<file path="src/rtl/dsp_core.sv">
// dsp_core: single-cycle 16-bit fixed-point DSP core with two data banks,
// an eight-entry register file, a 32-bit MAC accumulator and a halt state.
module dsp_core #(
  parameter int SRAM_ADDR_LEN = 15,
  parameter int REG_WORD_LEN  = 16,
  parameter int MEM_ADDR_LEN  = 16,
  parameter int INST_WORD_LEN = 32
) (
  input  logic                     clk,
  input  logic                     rst,
  output logic [SRAM_ADDR_LEN-1:0] read_addr_1,
  input  logic [REG_WORD_LEN-1:0]  read_data_1,
  output logic [SRAM_ADDR_LEN-1:0] read_addr_2,
  input  logic [REG_WORD_LEN-1:0]  read_data_2,
  output logic [SRAM_ADDR_LEN-1:0] write_addr_2,
  output logic [REG_WORD_LEN-1:0]  write_data_2,
  output logic                     write_en_2,
  output logic [MEM_ADDR_LEN-1:0]  read_addr_i,
  input  logic [INST_WORD_LEN-1:0] read_data_i
);

  localparam int ACC_LEN  = 2 * REG_WORD_LEN;
  localparam int FRAC_LEN = REG_WORD_LEN - 1;

  localparam logic [4:0] OP_NOP  = 5'd0;
  localparam logic [4:0] OP_LDI  = 5'd1;
  localparam logic [4:0] OP_LD1  = 5'd2;
  localparam logic [4:0] OP_LD2  = 5'd3;
  localparam logic [4:0] OP_ST2  = 5'd4;
  localparam logic [4:0] OP_ADD  = 5'd5;
  localparam logic [4:0] OP_SUB  = 5'd6;
  localparam logic [4:0] OP_ADDI = 5'd7;
  localparam logic [4:0] OP_MUL  = 5'd8;
  localparam logic [4:0] OP_MAC  = 5'd9;
  localparam logic [4:0] OP_MOVA = 5'd10;
  localparam logic [4:0] OP_CLRA = 5'd11;
  localparam logic [4:0] OP_JMP  = 5'd12;
  localparam logic [4:0] OP_BNZ  = 5'd13;
  localparam logic [4:0] OP_HALT = 5'd14;

  logic [MEM_ADDR_LEN-1:0]        pc_q, pc_d;
  logic [7:0][REG_WORD_LEN-1:0]   regs_q, regs_d;
  logic [ACC_LEN-1:0]             acc_q, acc_d;
  logic                           halt_q, halt_d;
  logic [SRAM_ADDR_LEN-1:0]       wr_addr_q, wr_addr_d;
  logic [REG_WORD_LEN-1:0]        wr_data_q, wr_data_d;
  logic                           wr_en_q, wr_en_d;

  logic [4:0]                     op_s;
  logic [2:0]                     rd_s;
  logic [2:0]                     rs1_s;
  logic [2:0]                     rs2_s;
  logic [15:0]                    imm_s;
  logic                           unused_rsvd_s;
  logic [REG_WORD_LEN-1:0]        rs1_val_s;
  logic [REG_WORD_LEN-1:0]        rs2_val_s;
  logic signed [ACC_LEN-1:0]      prod_s;
  logic [REG_WORD_LEN-1:0]        mul_res_s;
  logic [SRAM_ADDR_LEN-1:0]       ea_s;

  assign op_s          = read_data_i[31:27];
  assign rd_s          = read_data_i[26:24];
  assign rs1_s         = read_data_i[23:21];
  assign rs2_s         = read_data_i[20:18];
  assign imm_s         = read_data_i[15:0];
  assign unused_rsvd_s = ^read_data_i[17:16];

  assign rs1_val_s = regs_q[rs1_s];
  assign rs2_val_s = regs_q[rs2_s];

  // Q1.15 product; MUL keeps the renormalised middle word, MAC keeps all 32 bits.
  assign prod_s    = $signed(rs1_val_s) * $signed(rs2_val_s);
  assign mul_res_s = prod_s[FRAC_LEN +: REG_WORD_LEN];
  assign ea_s      = rs1_val_s[SRAM_ADDR_LEN-1:0] + imm_s[SRAM_ADDR_LEN-1:0];

  assign read_addr_i  = pc_q;
  assign read_addr_1  = ea_s;
  assign read_addr_2  = ea_s;
  assign write_addr_2 = wr_addr_q;
  assign write_data_2 = wr_data_q;
  assign write_en_2   = wr_en_q;

  // Execute the current instruction and compute all next-state values.
  always_comb begin
    pc_d      = pc_q;
    regs_d    = regs_q;
    acc_d     = acc_q;
    halt_d    = halt_q;
    wr_addr_d = wr_addr_q;
    wr_data_d = wr_data_q;
    wr_en_d   = 1'b0;
    if (!halt_q) begin
      pc_d = pc_q + MEM_ADDR_LEN'(1);
      case (op_s)
        OP_NOP:  regs_d = regs_q;
        OP_LDI:  regs_d[rd_s] = REG_WORD_LEN'(imm_s);
        OP_LD1:  regs_d[rd_s] = read_data_1;
        OP_LD2:  regs_d[rd_s] = read_data_2;
        OP_ST2: begin
          wr_addr_d = ea_s;
          wr_data_d = rs2_val_s;
          wr_en_d   = 1'b1;
        end
        OP_ADD:  regs_d[rd_s] = rs1_val_s + rs2_val_s;
        OP_SUB:  regs_d[rd_s] = rs1_val_s - rs2_val_s;
        OP_ADDI: regs_d[rd_s] = rs1_val_s + REG_WORD_LEN'(imm_s);
        OP_MUL:  regs_d[rd_s] = mul_res_s;
        OP_MAC:  acc_d = acc_q + prod_s;
        OP_MOVA: regs_d[rd_s] = acc_q[FRAC_LEN +: REG_WORD_LEN];
        OP_CLRA: acc_d = {ACC_LEN{1'b0}};
        OP_JMP:  pc_d = MEM_ADDR_LEN'(imm_s);
        OP_BNZ: begin
          if (rs1_val_s != {REG_WORD_LEN{1'b0}}) begin
            pc_d = MEM_ADDR_LEN'(imm_s);
          end else begin
            pc_d = pc_q + MEM_ADDR_LEN'(1);
          end
        end
        OP_HALT: begin
          halt_d = 1'b1;
          pc_d   = pc_q;
        end
        default: regs_d = regs_q;
      endcase
    end else begin
      pc_d = pc_q;
    end
  end

  // Architectural state registers with synchronous reset.
  always_ff @(posedge clk) begin
    if (rst) begin
      pc_q      <= {MEM_ADDR_LEN{1'b0}};
      regs_q    <= '0;
      acc_q     <= {ACC_LEN{1'b0}};
      halt_q    <= 1'b0;
      wr_addr_q <= {SRAM_ADDR_LEN{1'b0}};
      wr_data_q <= {REG_WORD_LEN{1'b0}};
      wr_en_q   <= 1'b0;
    end else begin
      pc_q      <= pc_d;
      regs_q    <= regs_d;
      acc_q     <= acc_d;
      halt_q    <= halt_d;
      wr_addr_q <= wr_addr_d;
      wr_data_q <= wr_data_d;
      wr_en_q   <= wr_en_d;
    end
  end

endmodule

</file>
<file path="config.mk">
export PLATFORM = sky130hd
export DESIGN_NAME = dsp_core
export DESIGN_NICKNAME = d
export VERILOG_FILES = /design/src/rtl/dsp_core.sv
export SDC_FILE = /design/constraint.sdc
export NUM_CORES = 2
export LEC_CHECK = 0
export BUFFER_PORTS_ARGS = -buffer_cell sky130_fd_sc_hd__buf_2
export CAP_MARGIN = 20
export CORE_ASPECT_RATIO = 1.75
export CORE_UTILIZATION = 30
export CTS_BUF_LIST = sky130_fd_sc_hd__clkbuf_16
export DETAILED_ROUTE_END_ITERATION = 10
export PLACE_DENSITY = 0.53
export SYNTH_ARGS = -nofsm -noshare
export SYNTH_HDL_FRONTEND = slang
export SYNTH_SLANG_ARGS = --single-unit
export TNS_END_PERCENT = 20
</file>
<file path="constraint.sdc">
create_clock -name clk -period 12.2 [get_ports clk]
set_clock_uncertainty 0.15 [all_clocks]
set_input_delay 0.61 -clock clk [delete_from_list [all_inputs] [get_ports clk]]
set_output_delay 0.61 -clock clk [all_outputs]
set_load 0.02 [all_outputs]
</file>
==> flow_summary_export.csv <==
group,metric,value,unit
grt,grt_pass1_vias,26000,
sta,rsz0062_at_grt,"false",
min_path,whs_path_depth,3,
final_layout,fill_cells,9369,
worst_setup_path,worst_r2r_endpoint,"acc_q[28]",
floorplanning,start_util,30.3,%
placed_design,port_buffers,141,
synth,syn_nets,3706,
synth,syn_inst,3223,
routing,ant_nets,0,
synth,muxShareOfSynthArea,7.47,%
power,leakagePower,0.0129,uW
clock_tree,hold_buffers,0,
sta,maxSlewHeadroom,14.7,%
worst_setup_path,cp_slowest_cell,"buf_2",
synth,synth_ff_type,"dfxtp_1",
synth,synth-simple-area-share,16.4,%
outcome,status,"completed",
clock_tree,postCtsResizedCells,0,
grt,grt-ovfl-total,0,
sta,tightest_slew,1270,ps
synth,post_synth_fa_ha_maj_area_fraction,27.2,%
synth,ys_types,88,
worst_setup_path,rrSetupSlack,2330,ps
routing,dr.pass1.iters,6,
worst_setup_path,cp.required,12560,ps
worst_setup_path,cp-start-kind,"input pin",
final_layout,regArea,4160,um^2
worst_setup_path,critPathMaxFanout,25,
floorplanning,core,87000,um^2
floorplanning,die_w,226,um
routing,drcViolationCount,0,
sta,slew_violations,0,
final_layout,area_delta_synth_final,10.8,%
grt,grt_max_degree,106,
clock_tree,numCtsBuffers,25,
clock_tree,clk_latency,620,ps
synth,synth_top_cell_by_area,"fa_1",
routing,wl,122000,um
synth,synth_common_cells,"360 x inv_1, 339 x nor2_1, 299 x nand2_1",
synth,synth_xor_xnor_area_share,2.95,%
run,drv_cap,0,
clock_tree,clock_path_buffers,3,
clock_tree,path_clk_slew,70,ps
placed_design,place_congestion,0.988,
synth,yosysMostFrequentCell,"inv_1",
sta,fin_crit_sh,84.6,%
final_layout,design_area,29200,um^2
synth,ys_seq_elements,208,
grt,grt_antenna_before_repair,6,
clock_tree,ctsRootBufferMaster,"clkbuf_16",
final_layout,drive_gt1_share,12.3,%
worst_setup_path,worst-setup-path-type,"input pin to register",
clock_tree,cts_sinks,208,
routing,drtIter0Drc,2519,
sta,max_freq,96.9,MHz
worst_setup_path,endpoint_kind,"register",
floorplanning,die_y,394,um
synth,synth_warnings,0,
grt,grt_use_total,27.3,%
clock_tree,cts_tree,"done",
clock_tree,post_cts_buffers,0,
clock_tree,htree_levels,1,
routing,post_drt_wl_per_cell,27.3,um
placed_design,dp_hpwl,94900,um
min_path,min_path_type,"input pin to register",
worst_setup_path,cpPeakStageDelay,740,ps
min_path,min_from,"read_data_1[4]",
synth,yosys-top-cells-area,"fa_1 20%, dfxtp_1 16%, ha_1 7.4%",
worst_setup_path,crit_top_cell,"fa_1",
sta,setup_violations,0,
synth,yosys.area.top_type_share,19.7,%
synth,synth_top_family_by_area,"adder cells",
routing,via_count,25900,
synth,synth.cell_area,26400,um^2
synth,synth_edf_count,0,
worst_setup_path,worstRegToRegCells,30,
power,power_density,66.9,nW/um^2
sta,setup_tns,0,ps
placed_design,placed_area,28400,um^2
synth,synth_area_per_cell,8.18,um^2
sta,final-hold-violation-count,0,
synth,synth_compound_gate_area_share,21.5,%
final_layout,multi_input_area,20000,um^2
routing,viasPerCell,5.81,
floorplanning,placementRows,143,
final_layout,final_nets,3766,
floorplanning,die_area,89200,um^2
power,ir_worst_vdd,0.0000823,V
grt,grt_pass1_wl,176000,um
synth,yosysSeqAreaShare,15.8,%
synth,synthArstFlopShare,0,%
sta,timing.final.crit_period,10320,ps
worst_setup_path,critPathArrivalTime,10680,ps
floorplanning,pin_count,144,
-- metal layers --
metal  track usage [%]  wire length, um  vias up
met5                 0               27        -
met4              24.9            13200        4
met3              3.87             7750      448
met2              46.5            59300     1255
met1              28.8            41300    12900
li1                  -                -    11300
-- how the worst max path moves through the flow --
stage               slack, ps        end            start  depth (start not counted)
floorplan                2570  acc_q[29]  read_data_i[18]                         36
global placement         1550  acc_q[29]  read_data_i[21]                         34
detailed placement       1480  acc_q[29]  read_data_i[21]                         36
CTS                      2100  acc_q[29]  read_data_i[21]                         35
global route             1490  acc_q[30]  read_data_i[21]                         33
finish                   1880  acc_q[28]  read_data_i[21]                         32
-- worst max-delay path, delay by kind of cell --
kind	cells	cell delay, ps
adder cells (fa/ha/maj)	8	3910
buffers and inverters	8	2180
AND/OR/NAND/NOR	8	1580
AO/OA/AOI/OAI	5	1160
multiplexers	2	740
XOR/XNOR	1	480
-- cell usage in the layout (no fill, tap or decap), types with 21 or more instances in the layout --
master and count:
buf_4 94, a211oi_1 46, o211ai_1 22, ha_1 157
nor3_1 38, buf_2 140, nand2b_1 30, and3_1 35
nand2_1 299, dfxtp_1 208, inv_1 365, a22oi_1 45
clkbuf_16 25, o21ai_0 241, mux2i_1 21, a21o_1 40
o21a_1 26, o221ai_1 22, nand3_1 61, a21oi_1 225
xnor2_1 64, a31oi_1 23, nor2_1 335, mux4_2 60
nor2b_1 29, fa_1 260, xor2_1 23
-- stage by stage --
step | util (%) | hold slack [ps] | worst slack, ps | cells | total power [uW]
6_report | 33.6 | 255 | 1880 | 4464 | 1960
5_1_grt | 33.6 | 267 | 1490 | 4461 | 2010
4_1_cts | 33.6 | 234 | 2100 | 4461 | 1950
3_5_place_dp | 32.7 | 294 | 1480 | 4416 | 1170
3_3_place_gp | 32.7 | 292 | 1550 | 4416 | 1170
2_1_floorplan | - | 289 | 2570 | 3223 | 989
-- where the power goes --
group          total (uW)  leakage (uW)  switching (uW)  internal (uW)
combinational         468        0.0108             330            138
sequential            705       0.00168            13.2            692
clock                 783      0.000403             363            420
total                1960        0.0129             706           1250
-- final cells by class --
class                   count  share of cell area (%)
multi-input cells        2441                    68.4
inverters                 372                    4.78
diodes                      3                  0.0257
repair buffers            235                    4.85
flip-flops and latches    208                    14.2
clock inverters            20                   0.608
clock buffers              25                    2.14
well taps                1160                    4.97
-- cells by family after synthesis --
group	count (synthesis)
adder cells (fa/ha/maj)	417
multiplexers	109
buffers and inverters	574
flip-flops	208
AO/OA/AOI/OAI	878
AND/OR/NAND/NOR	949
XOR/XNOR	88
(Power assumes the default switching activity.)
